**src/rtl/bm_and_arbiter_if.sv**
```systemverilog
// Request/result bus shared by the requesters, the AND sequencer and the result consumer.
// The slave modport is the sequencer side; the master modport is the requester/consumer side.
interface bm_and_arbiter_if #(
  parameter int BITS = 32,
  parameter int NREQ = 4,
  parameter int IDW  = 2,
  parameter int CNTW = 16
);
  logic [NREQ-1:0]      req_valid;
  logic [NREQ*BITS-1:0] req_a;
  logic [NREQ*BITS-1:0] req_b;
  logic [NREQ-1:0]      req_ready;
  logic                 res_valid;
  logic [BITS-1:0]      res_data;
  logic [IDW-1:0]       res_id;
  logic                 res_ready;
  logic                 busy;
  logic [CNTW-1:0]      op_count;

  modport slave (
    input  req_valid, req_a, req_b, res_ready,
    output req_ready, res_valid, res_data, res_id, busy, op_count
  );

  modport master (
    output req_valid, req_a, req_b, res_ready,
    input  req_ready, res_valid, res_data, res_id, busy, op_count
  );
endinterface

```
**src/rtl/bm_and_arbiter.sv**
```systemverilog
// Round-robin sequencer sharing one registered bitwise-AND unit among NREQ requesters.
// One operation in flight; the tagged result is held until the consumer takes it.
module bm_and_arbiter #(
  parameter int BITS = 32,
  parameter int NREQ = 4,
  parameter int IDW  = 2,
  parameter int CNTW = 16
) (
  input  logic                 clock,
  input  logic                 reset_n,
  bm_and_arbiter_if.slave      bus
);

  typedef enum logic [1:0] {ST_IDLE, ST_EXEC, ST_HOLD} state_t;

  state_t          r_state;
  state_t          w_state_nxt;
  logic [IDW-1:0]  r_rr_ptr;
  logic [IDW-1:0]  r_id_p0;
  logic [IDW-1:0]  r_res_id_p1;
  logic [BITS-1:0] r_op_a_p0;
  logic [BITS-1:0] r_op_b_p0;
  logic [BITS-1:0] r_res_data_p1;
  logic            r_res_valid_p1;
  logic [CNTW-1:0] r_op_count;

  logic            w_grant_any;
  logic [IDW-1:0]  w_grant_id;
  logic [NREQ-1:0] w_grant;
  logic [IDW-1:0]  w_rr_nxt;
  logic            w_accept;
  logic            w_exec;
  logic            w_done;

  // Scan from the highest offset down so the lowest offset from rr_ptr wins.
  always_comb begin
    int idx;
    idx         = 0;
    w_grant_any = 1'b0;
    w_grant_id  = '0;
    for (int k = NREQ - 1; k >= 0; k--) begin
      idx = int'(r_rr_ptr) + k;
      if (idx >= NREQ) idx = idx - NREQ;
      if (bus.req_valid[idx]) begin
        w_grant_any = 1'b1;
        w_grant_id  = IDW'(idx);
      end
    end
  end

  always_comb begin
    w_state_nxt = r_state;
    w_grant     = '0;
    case (r_state)
      ST_IDLE: begin
        if (w_grant_any) begin
          w_grant[w_grant_id] = 1'b1;
          w_state_nxt         = ST_EXEC;
        end
      end
      ST_EXEC: w_state_nxt = ST_HOLD;
      ST_HOLD: if (bus.res_ready) w_state_nxt = ST_IDLE;
      default: w_state_nxt = ST_IDLE;
    endcase
  end

  assign w_accept = (r_state == ST_IDLE) && w_grant_any;
  assign w_exec   = (r_state == ST_EXEC);
  assign w_done   = (r_state == ST_HOLD) && bus.res_ready;
  assign w_rr_nxt = (r_res_id_p1 == IDW'(NREQ - 1)) ? '0 : r_res_id_p1 + 1'b1;

  always_ff @(posedge clock or negedge reset_n) begin
    if (!reset_n) r_state <= ST_IDLE;
    else          r_state <= w_state_nxt;
  end

  // Stage p0: grant edge samples the winner's operands and id.
  always_ff @(posedge clock) begin
    if (w_accept) begin
      r_op_a_p0 <= bus.req_a[w_grant_id*BITS +: BITS];
      r_op_b_p0 <= bus.req_b[w_grant_id*BITS +: BITS];
    end
  end

  always_ff @(posedge clock or negedge reset_n) begin
    if (!reset_n) begin
      r_id_p0        <= '0;
      r_res_id_p1    <= '0;
      r_res_data_p1  <= '0;
      r_res_valid_p1 <= 1'b0;
      r_rr_ptr       <= '0;
      r_op_count     <= '0;
    end else begin
      if (w_accept) r_id_p0 <= w_grant_id;
      // Stage p1: AND result is registered and held until the consumer accepts it.
      if (w_exec) begin
        r_res_data_p1  <= r_op_a_p0 & r_op_b_p0;
        r_res_id_p1    <= r_id_p0;
        r_res_valid_p1 <= 1'b1;
      end else if (w_done) begin
        r_res_valid_p1 <= 1'b0;
        r_rr_ptr       <= w_rr_nxt;
        r_op_count     <= r_op_count + 1'b1;
      end
    end
  end

  // Grants are suppressed combinationally while reset is held.
  assign bus.req_ready = reset_n ? w_grant : '0;
  assign bus.res_valid = r_res_valid_p1;
  assign bus.res_data  = r_res_data_p1;
  assign bus.res_id    = r_res_id_p1;
  assign bus.busy      = (r_state != ST_IDLE);
  assign bus.op_count  = r_op_count;

endmodule

```
**src/flat_wrapper.sv**
```systemverilog
// flat-port wrapper written by rule: the top's interface ports become plain ports
module bm_and_arbiter_flat 
#(
  parameter int BITS = 32,
  parameter int NREQ = 4,
  parameter int IDW  = 2,
  parameter int CNTW = 16
)
  (clock, reset_n, bus_req_valid, bus_req_a, bus_req_b, bus_res_ready, bus_req_ready, bus_res_valid, bus_res_data, bus_res_id, bus_busy, bus_op_count);
  bm_and_arbiter_if #(.BITS(BITS), .NREQ(NREQ), .IDW(IDW), .CNTW(CNTW)) bus_i ();
  input  logic clock;
  input  logic reset_n;
  input wire logic [$bits(bus_i.req_valid)-1:0] bus_req_valid;
  input wire logic [$bits(bus_i.req_a)-1:0] bus_req_a;
  input wire logic [$bits(bus_i.req_b)-1:0] bus_req_b;
  input wire logic [$bits(bus_i.res_ready)-1:0] bus_res_ready;
  output wire logic [$bits(bus_i.req_ready)-1:0] bus_req_ready;
  output wire logic [$bits(bus_i.res_valid)-1:0] bus_res_valid;
  output wire logic [$bits(bus_i.res_data)-1:0] bus_res_data;
  output wire logic [$bits(bus_i.res_id)-1:0] bus_res_id;
  output wire logic [$bits(bus_i.busy)-1:0] bus_busy;
  output wire logic [$bits(bus_i.op_count)-1:0] bus_op_count;
  assign bus_i.req_valid = bus_req_valid;
  assign bus_i.req_a = bus_req_a;
  assign bus_i.req_b = bus_req_b;
  assign bus_i.res_ready = bus_res_ready;
  assign bus_req_ready = bus_i.req_ready;
  assign bus_res_valid = bus_i.res_valid;
  assign bus_res_data = bus_i.res_data;
  assign bus_res_id = bus_i.res_id;
  assign bus_busy = bus_i.busy;
  assign bus_op_count = bus_i.op_count;
  bm_and_arbiter #(.BITS(BITS), .NREQ(NREQ), .IDW(IDW), .CNTW(CNTW)) u_core (.clock(clock), .reset_n(reset_n), .bus(bus_i));
endmodule
```
**config.mk**
```make
export PLATFORM = sky130hd
export DESIGN_NAME = bm_and_arbiter_flat
export DESIGN_NICKNAME = d
export VERILOG_FILES = /design/src/rtl/bm_and_arbiter_if.sv /design/src/rtl/bm_and_arbiter.sv /design/src/flat_wrapper.sv
export SDC_FILE = /design/constraint.sdc
export NUM_CORES = 1
export LEC_CHECK = 0
export CAP_MARGIN = 0
export CORE_ASPECT_RATIO = 1.75
export CORE_MARGIN = 5
export CORE_UTILIZATION = 41
export DETAILED_ROUTE_END_ITERATION = 12
export PLACE_DENSITY = 0.82
export SLEW_MARGIN = 25
export SYNTH_ARGS = -nofsm -noshare
export SYNTH_HDL_FRONTEND = slang
export SYNTH_SLANG_ARGS = --single-unit
```
**constraint.sdc**
```tcl
create_clock -name clock -period 6.8 [get_ports clock]
set_input_delay 1.36 -clock clock [delete_from_list [all_inputs] [get_ports clock]]
set_output_delay 1.36 -clock clock [all_outputs]
set_load 0.01 [all_outputs]
```
* Yosys cells after proc, flatten, opt, wreduce, memory -nomap -nowiden *
Index checks and enable logic that the tools add are counted.

cells by class
  multiplexer cells = 35
  bitwise operators = 2
  equal/unequal tests = 5
  shifts and indexed selects = 2
  reductions and logical operators = 8
  $add $sub $neg = 9
  order comparisons = 10

operators by type and width
  kind                                                                                   count
  128-bit by 8-bit variable part select with 32-bit output                               2
  32-bit by 4-bit < comparator with 1-bit output (second input constant)                 4
  32-bit two-way mux                                                                     4
  32-bit by 4-bit greater-or-equal comparator with 1-bit output (second input constant)  3
  32-bit by 4-bit subtractor with 32-bit output (second input constant)                  3
  32-bit AND                                                                             1
  16-bit by 1-bit adder with 16-bit output (second input constant)                       1
  1-bit two-way mux                                                                      15
  2-bit two-way mux                                                                      7
  4-bit two-way mux                                                                      3
  1-bit binary-select mux with 2-bit select                                              4
  2-bit by 2-bit adder with 3-bit output (second input constant)                         2
  2-bit one-hot mux with 3 select lines                                                  1
  2-bit == test (second input constant)                                                  2
  2-bit AND reduction                                                                    2
  2-bit nonzero test                                                                     2
  2-bit by 3-bit subtractor with 4-bit output (second input constant)                    1
  2-bit by 1-bit adder with 3-bit output (second input constant)                         1
  2-bit by 3-bit greater-or-equal comparator with 1-bit output (second input constant)   1
  1-bit logical AND                                                                      3
  2-bit by 3-bit < comparator with 1-bit output (second input constant)                  1
  2-bit by 1-bit adder with 2-bit output (second input constant)                         1
  1-bit demux with 2-bit select                                                          1
  2-bit by 1-bit == test with 1-bit output (second input constant)                       1
  other kinds (5)                                                                        5

storage, ports and cells
  register bits = 121
  output and inout port bits = 56

* Longest topological paths before layout *
Gate-level depths: netlist of the first run.

  depth after elaboration = 17
  depth in mapped cells = 8
  gate-level depth less buffers = 5

* Worst setup path before layout of the first run *
Ideal clock, no wire load.

  kind = input-to-output
  from = input port bus_req_valid[3]
  to = output port bus_req_ready[1]
  buffers on the path = 0
  arrival = 5020 ps
  cell stages on the path = 4
  path slack = 420 ps
  required time = 5440 ps
  cells stage by stage = nor4_1 nor2_1 nand2_1 nor3b_1

on the way
  longest elaborated chain between the ends = 14
  elaborated cells between the ends (all ways) = 28
  classes of those cells = 2 x order compare; 25 x mux; 1 x reduce/logical

ends and longest elaborated chain
  element                                                                                                                                                     line                   RTL
  from (decl)                                                                                                                                                 flat_wrapper.sv:13     input wire logic [$bits(bus_i.req_valid)-1:0] bus_req_valid;
  1-bit binary-select mux with 2-bit select                                                                                                                   bm_and_arbiter.sv:44   if (bus.req_valid[idx]) begin
  1-bit two-way mux (not written as such) (2 in a row)                                                                                                        bm_and_arbiter.sv:44
  2-bit two-way mux (4 in a row)                                                                                                                              bm_and_arbiter.sv:44
  2-bit by 3-bit < comparator with 1-bit output (not written as such) / 2-bit by 1-bit greater-or-equal comparator with 1-bit output (equally long branches)  bm_and_arbiter.sv:57   w_grant[w_grant_id] = 1'b1;
  1-bit logical AND (not written as such)                                                                                                                     bm_and_arbiter.sv:57
  1-bit two-way mux (not written as such)                                                                                                                     bm_and_arbiter.sv:57
  1-bit demux with 2-bit select                                                                                                                               n/a
  4-bit two-way mux (*)                                                                                                                                       bm_and_arbiter.sv:56   if (w_grant_any) begin
  4-bit two-way mux (*)                                                                                                                                       bm_and_arbiter.sv:54   case (r_state)
  4-bit two-way mux (*)                                                                                                                                       bm_and_arbiter.sv:109  assign bus.req_ready = reset_n ? w_grant : '0;
  to (decl)                                                                                                                                                   flat_wrapper.sv:17     output wire logic [$bits(bus_i.req_ready)-1:0] bus_req_ready;

Mark *: on every way between the ends. The rest lies on a longest branch, timed or not. The select of a mux whose other input is x is not followed.

* Worst setup path after layout of the first run *
  from = input port bus_req_valid[1]
  to = output port bus_req_ready[1]

The elaborated chain is that of the path after synthesis.

==> results of run 1 <==
[registers in the layout, indices dropped and copies added (netlist names)]
register,cells
u_core.bus.res_data,32
u_core.r_op_a_p0,32
u_core.r_op_b_p0,32
u_core.bus.op_count,16
u_core.bus.res_id,2
u_core.r_id_p0,2
u_core.r_rr_ptr,2
u_core.r_state,2
u_core.bus.res_valid,1
[cell families (layout without fill, tap and decap cells)]
kind of cell               count (synthesis)  in the layout  share of synthesized area (%)
adders and majority gates                  2              2                         0.3926
and+or+nand+nor                          108            108                          7.795
DFF                                      121            121                          52.54
buffers and inverters                     35            362                          2.827
xor gates and xnor gates                  15             15                          2.180
muxes                                    197            197                          31.02
AOI/OAI and AO/OA                         40             40                          3.240
[synthesized netlist by cell type, types with 2 or more instances]
library cell / n
a21oi_1: 4
and4_4: 2
buf_1: 2
buf_2: 12
buf_4: 9
clkbuf_1: 8
dfrtp_1: 57
edfxtp_1: 64
ha_1: 2
inv_1: 4
mux2_2: 4
mux2i_1: 193
nand2_1: 77
nand2b_1: 2
nand3_1: 4
nand3b_1: 2
nand4_1: 5
nor2_1: 5
nor3b_1: 3
o21ai_0: 34
xnor2_1: 14
[worst paths after layout]
check | from | endpoint
worst max-delay path | bus_req_valid[1] | bus_req_ready[1]
min in group asynchronous | reset_n | u_core.bus.res_data[30]
max in group asynchronous | reset_n | u_core.bus.res_valid
worst min-delay path | u_core.bus.res_data[3] | u_core.bus.res_data[3]
worst min register to register | u_core.bus.res_data[3] | u_core.bus.res_data[3]
worst max register to register | u_core.r_rr_ptr[1] | u_core.r_op_b_p0[24]
[routing by layer]
metal  up-vias  global-route usage [%]  wire, um
met2       182                   38.13     10780
met3        35                   5.730      1068
met1      2390                   20.23      6557
met5         -                       0         0
li1       2513                       -         -
met4         0                   9.562       689
[critical path, delay by kind of cell]
| family | cells | cell delay (ns) |
|---|---|---|
| AO/OA/AOI/OAI | 1 | 0.31 |
| buffers and inverters | 3 | 1.51 |
| multiplexers | 1 | 0.14 |
| AND/OR/NAND/NOR | 1 | 0.23 |
[power by group through the flow]
stage	logic, mW	clock network, mW	registers, mW
2_1_floorplan	0.826	0	1.33
3_3_place_gp	1.39	0	1.30
3_5_place_dp	1.43	0	1.32
4_1_cts	1.43	0.870	1.30
5_1_grt	1.52	0.917	1.33
6_report	1.40	0.854	1.30
[per-stage QoR]
step | cell area (um^2) | power [mW] | hold WS [ns]
5_1_grt | 10300 | 3.772 | 0.5060
4_1_cts | 10290 | 3.607 | 0.4823
3_3_place_gp | 9718 | 2.689 | 0.4635
3_5_place_dp | 9718 | 2.745 | 0.4696
6_report | 10300 | 3.557 | 0.4735
2_1_floorplan | 6372 | 2.153 | 0.4767
[cell type report]
class                   count  area [um^2]
clock inverters            15        150.1
multi-input cells         362         2884
flip-flops and latches    121         3348
clock buffers              17        425.4
well taps                 186        232.7
inverters                   4        15.01
fillers                  1171         5017
repair buffers            326         3242
==> impl_metrics.ini, run 1 <==
[outcome]
status = finished, final reports clean

[floorplanning]
rows = 60
core_area_mm2 = 0.01531
io_pins = 319
dieArea_mm2 = 0.01823
fp.dieH_um = 174.9
start_util_pct = 41.61
die_x_um = 104.2

[logic_synthesis]
netlist_top_cells_area = mux2i_1, edfxtp_1, dfrtp_1, nand2_1, o21ai_0
yosys.area.top_type = mux2i_1
yosys_warnings = 0
synth.distinct_cells = 32
ys.flop_type = edfxtp_1
synth_edf_count = 64
ys_ff_latch = 121
synth_cells = 518
synth_async_sr_flop_share_pct = 47.11
netlist_area_mm2 = 0.006372
avgSynthCellArea_um2 = 12.30
yosysSeqAreaShare_pct = 52.54
yosysTopAreaCellShare_pct = 30.32
synth_nets = 783

[place]
place_inst = 999
gp_congestion = 0.8882
dp_slack_ns = 1.892
dp_hpwl_mm = 15.53
io_buffers = 318

[setup_path]
crit_type = primary input to output pin
required_ns = 5.44
crit_top_cell = clkdlybuf4s50_1
cp_max_fo = 24
endpoint_kind = output pin
startpoint_type = primary input
slowest_stage = clkdlybuf4s50_1
crit_chain = clkdlybuf4s50_1 > mux2i_1 > a211oi_4 > buf_4 > nor3b_1 > clkdlybuf4s50_1
max_stage_delay_ns = 0.57
r2r_setup_slack_ns = 3.93
arrival_ns = 3.56
ff2ff_path_depth = 7

[global_route]
track_usage_pct = 20.30
overflow = 0
grt_max_degree = 69
grt_pass1_vias = 5586
grt_pass1_wl_mm = 28.67
antenna_found_initial = 0

[cells_and_area]
drive_above_1_share_pct = 6.272
num-nets-final = 1097
final_util_pct = 67.24
instances_no_fill = 1031
diodes = 0
area_growth_pct = 61.59
final_cell_mix = clkdlybuf4s50_1, mux2i_1, nand2_1
layout_commonest_cell = clkdlybuf4s50_1

[drt]
first_pass_iters = 4
drc = 0
vias_per_cell = 4.966
wl_mm = 19.09
drtIter0Drc = 118
wl_per_cell_um = 18.52
vias = 5120
antenna_left = 0

[worst_hold_path]
holdCritPathClass = flip-flop to flip-flop
hold_depth = 2

[timing]
hold_viol = 0
fmax_ghz = 0.2034
finalSetupTns_ns = 0
tightest_slew_ns = 0.8323
finClkSkew_ns = 0.008732
setup_viol = 0
fin_crit_ns = 4.918
relSlewSlack_pct = 44.51
slew_viol_final = 0
finalWorstSetupSlack_ns = 1.882
rsz0062_at_grt = no
finalCritPeriodShare_pct = 72.32

[clock_tree]
cts_resized = 0
clock-sinks = 121
post-cts-setup-buffer-count = 0
cts_hold_buffers = 0
cts_root_buffer = clkbuf_16
h-tree-depth = 4
cts_tree = yes
clock_latency_ns = 0.40
clock_path_buffers = 2
clk_pin_slew_ns = 0.05
numCtsBuffers = 17

[power_and_ir_drop]
swShare_pct = 32.50
ir_drop_uv = 182.0
power_frac_clock_pct = 24.0
pwr_density_cell_mw_per_mm2 = 345.4
power_frac_comb_pct = 39.4
power.switching_mw = 1.156
p_int_mw = 2.401
power_leakage_nw = 4.230
seqPwrFrac_pct = 36.6

[flow_run]
cap_viol_max_count = 0
No activity file was read; power rests on OpenSTA's default activity.
==> run 2, diff against run 1 <==
==> constraint.sdc (replaced) <==
create_clock -name clock -period 5.05 [get_ports clock]
set_input_delay 1.01 -clock clock [delete_from_list [all_inputs] [get_ports clock]]
set_output_delay 1.01 -clock clock [all_outputs]
set_load 0.01 [all_outputs]
==> run 2 against run 1 <==
Compared with the run above: register-to-register slack worse by 1.4 ns; sequential power up 35%; routed wire length up 0.35%; global-route usage up 0.21 points; die area unchanged; combinational power up 36%; critical path depth unchanged; hold slack better by 0.0060 ns; final area about the same; non-clock buffer count unchanged; critical path type unchanged; sequential share of layout area about the same; final cell count about the same.
==> impl_metrics.ini, run 2 (synthesis gave the netlist of run 1 again) <==
[timing]
finalCritPeriodShare_pct = 82.70
rsz0062_at_grt = no
tightest_slew_ns = 0.9208
setup_viol = 0
finClkSkew_ns = 0.007895
relSlewSlack_pct = 38.61
fmax_ghz = 0.2394
finalSetupTns_ns = 0
hold_viol = 0
slew_viol_final = 0
fin_crit_ns = 4.176
finalWorstSetupSlack_ns = 0.8736

[clock_tree]
post-cts-setup-buffer-count = 0
clock_latency_ns = 0.40
clk_pin_slew_ns = 0.05
cts_root_buffer = clkbuf_16
cts_resized = 0
cts_hold_buffers = 0
cts_tree = yes
h-tree-depth = 4
clock_path_buffers = 2
numCtsBuffers = 17
clock-sinks = 121

[power_and_ir_drop]
power_frac_clock_pct = 23.7
seqPwrFrac_pct = 36.6
swShare_pct = 32.00
power_leakage_nw = 4.243
ir_drop_uv = 237.3
power.switching_mw = 1.533
p_int_mw = 3.258
power_frac_comb_pct = 39.6
pwr_density_cell_mw_per_mm2 = 465.4

[setup_path]
arrival_ns = 3.17
crit_type = primary input to output pin
startpoint_type = primary input
ff2ff_path_depth = 6
required_ns = 4.04
cp_max_fo = 16
endpoint_kind = output pin

[cells_and_area]
area_growth_pct = 61.54
fin_area_mm2 = 0.01029
drive_above_1_share_pct = 6.036
num-nets-final = 1097
final_cell_mix = clkdlybuf4s50_1, mux2i_1, nand2_1
layout_commonest_cell = clkdlybuf4s50_1
final_util_pct = 67.21

[place]
dp_slack_ns = 0.8819
gp_congestion = 0.8836
place_area_mm2 = 0.009723
io_buffers = 318
dp_hpwl_mm = 15.60

[global_route]
grt_pass1_wl_mm = 29.39
grt_max_degree = 69
grt_pass1_vias = 5689
track_usage_pct = 20.51
antenna_found_initial = 1
overflow = 0

[floorplanning]
fp.dieH_um = 174.9
io_pins = 319
core_area_mm2 = 0.01531
rows = 60
die_x_um = 104.2
dieArea_mm2 = 0.01823
start_util_pct = 41.61

[drt]
first_pass_iters = 4
antenna_left = 0
vias = 5123
wl_per_cell_um = 18.56
vias_per_cell = 4.964
wl_mm = 19.16
drtIter0Drc = 172
drc = 0

[worst_hold_path]
holdCritPathClass = flip-flop to flip-flop
hold_depth = 2

[flow_run]
cap_viol_max_count = 0

[outcome]
status = finished, final reports clean
==> run 2: cell types whose count changed in the layout (fill, tap and decap cells not counted), moves of 2 or more <==
cell / change
clkinvlp_4: -3
clkinv_1: -2
inv_6: -3
clkbuf_8: +2
clkinv_2: +3
clkbuf_1: +4
==> run 2: layer usage <==
| metal | vias to the layer above | part of all wire [%] | track usage (%) |
|---|---|---|---|
| met5 | - | 0 | 0 |
| met1 | 2381 | 34 | 20.90 |
| met2 | 188 | 57 | 39.35 |
| met3 | 38 | 5.0 | 4.510 |
| met4 | 0 | 3.4 | 8.806 |
| li1 | 2516 | - | - |
==> run 2: area by class of cell <==
type,instances,area (um^2)
flip-flops and latches,121,3348
diodes,1,2.502
repair buffers,326,3238
fillers,1227,5021
clock inverters,9,100.1
clock buffers,23,467.9
inverters,4,15.01
multi-input cells,362,2889
well taps,186,232.7
==> run 2: worst max-delay path, cell delays in order <==
cell             delay (ns)
clkdlybuf4s50_1        0.56
mux2i_1                0.14
a211oi_4               0.33
buf_4                  0.32
nor3b_1                0.22
clkdlybuf4s50_1        0.57
==> run 2: power by group through the flow <==
stage,Sequential [mW],Clock (mW),Combinational [mW]
after detailed placement,1.77,0,1.93
after floorplan,1.77,0,1.11
final,1.76,1.14,1.90
after global routing,1.80,1.21,2.06
after global placement,1.75,0,1.87
after CTS,1.76,1.16,1.93
==> run 2: per-stage QoR <==
| stage | hold WS [ns] | std cells | power [mW] |
|---|---|---|---|
| 2_1_floorplan | 0.4767 | 518 | 2.888 |
| 3_3_place_gp | 0.4629 | 999 | 3.619 |
| 3_5_place_dp | 0.4710 | 999 | 3.701 |
| 4_1_cts | 0.4818 | 1031 | 4.850 |
| 5_1_grt | 0.5018 | 1032 | 5.069 |
| 6_report | 0.4794 | 1032 | 4.791 |
==> run 2: final timing paths <==
path                                        start                      end  slack (ns)
setup / recovery                 bus_req_valid[1]         bus_req_ready[1]        0.87
hold / removal             u_core.bus.res_data[0]   u_core.bus.res_data[0]        0.48
setup reg to reg               u_core.r_rr_ptr[1]     u_core.r_op_b_p0[24]        2.55
hold reg to reg            u_core.bus.res_data[0]   u_core.bus.res_data[0]        0.48
max in group asynchronous                 reset_n  u_core.bus.res_data[16]        3.75
min in group asynchronous                 reset_n  u_core.bus.res_data[29]        0.80
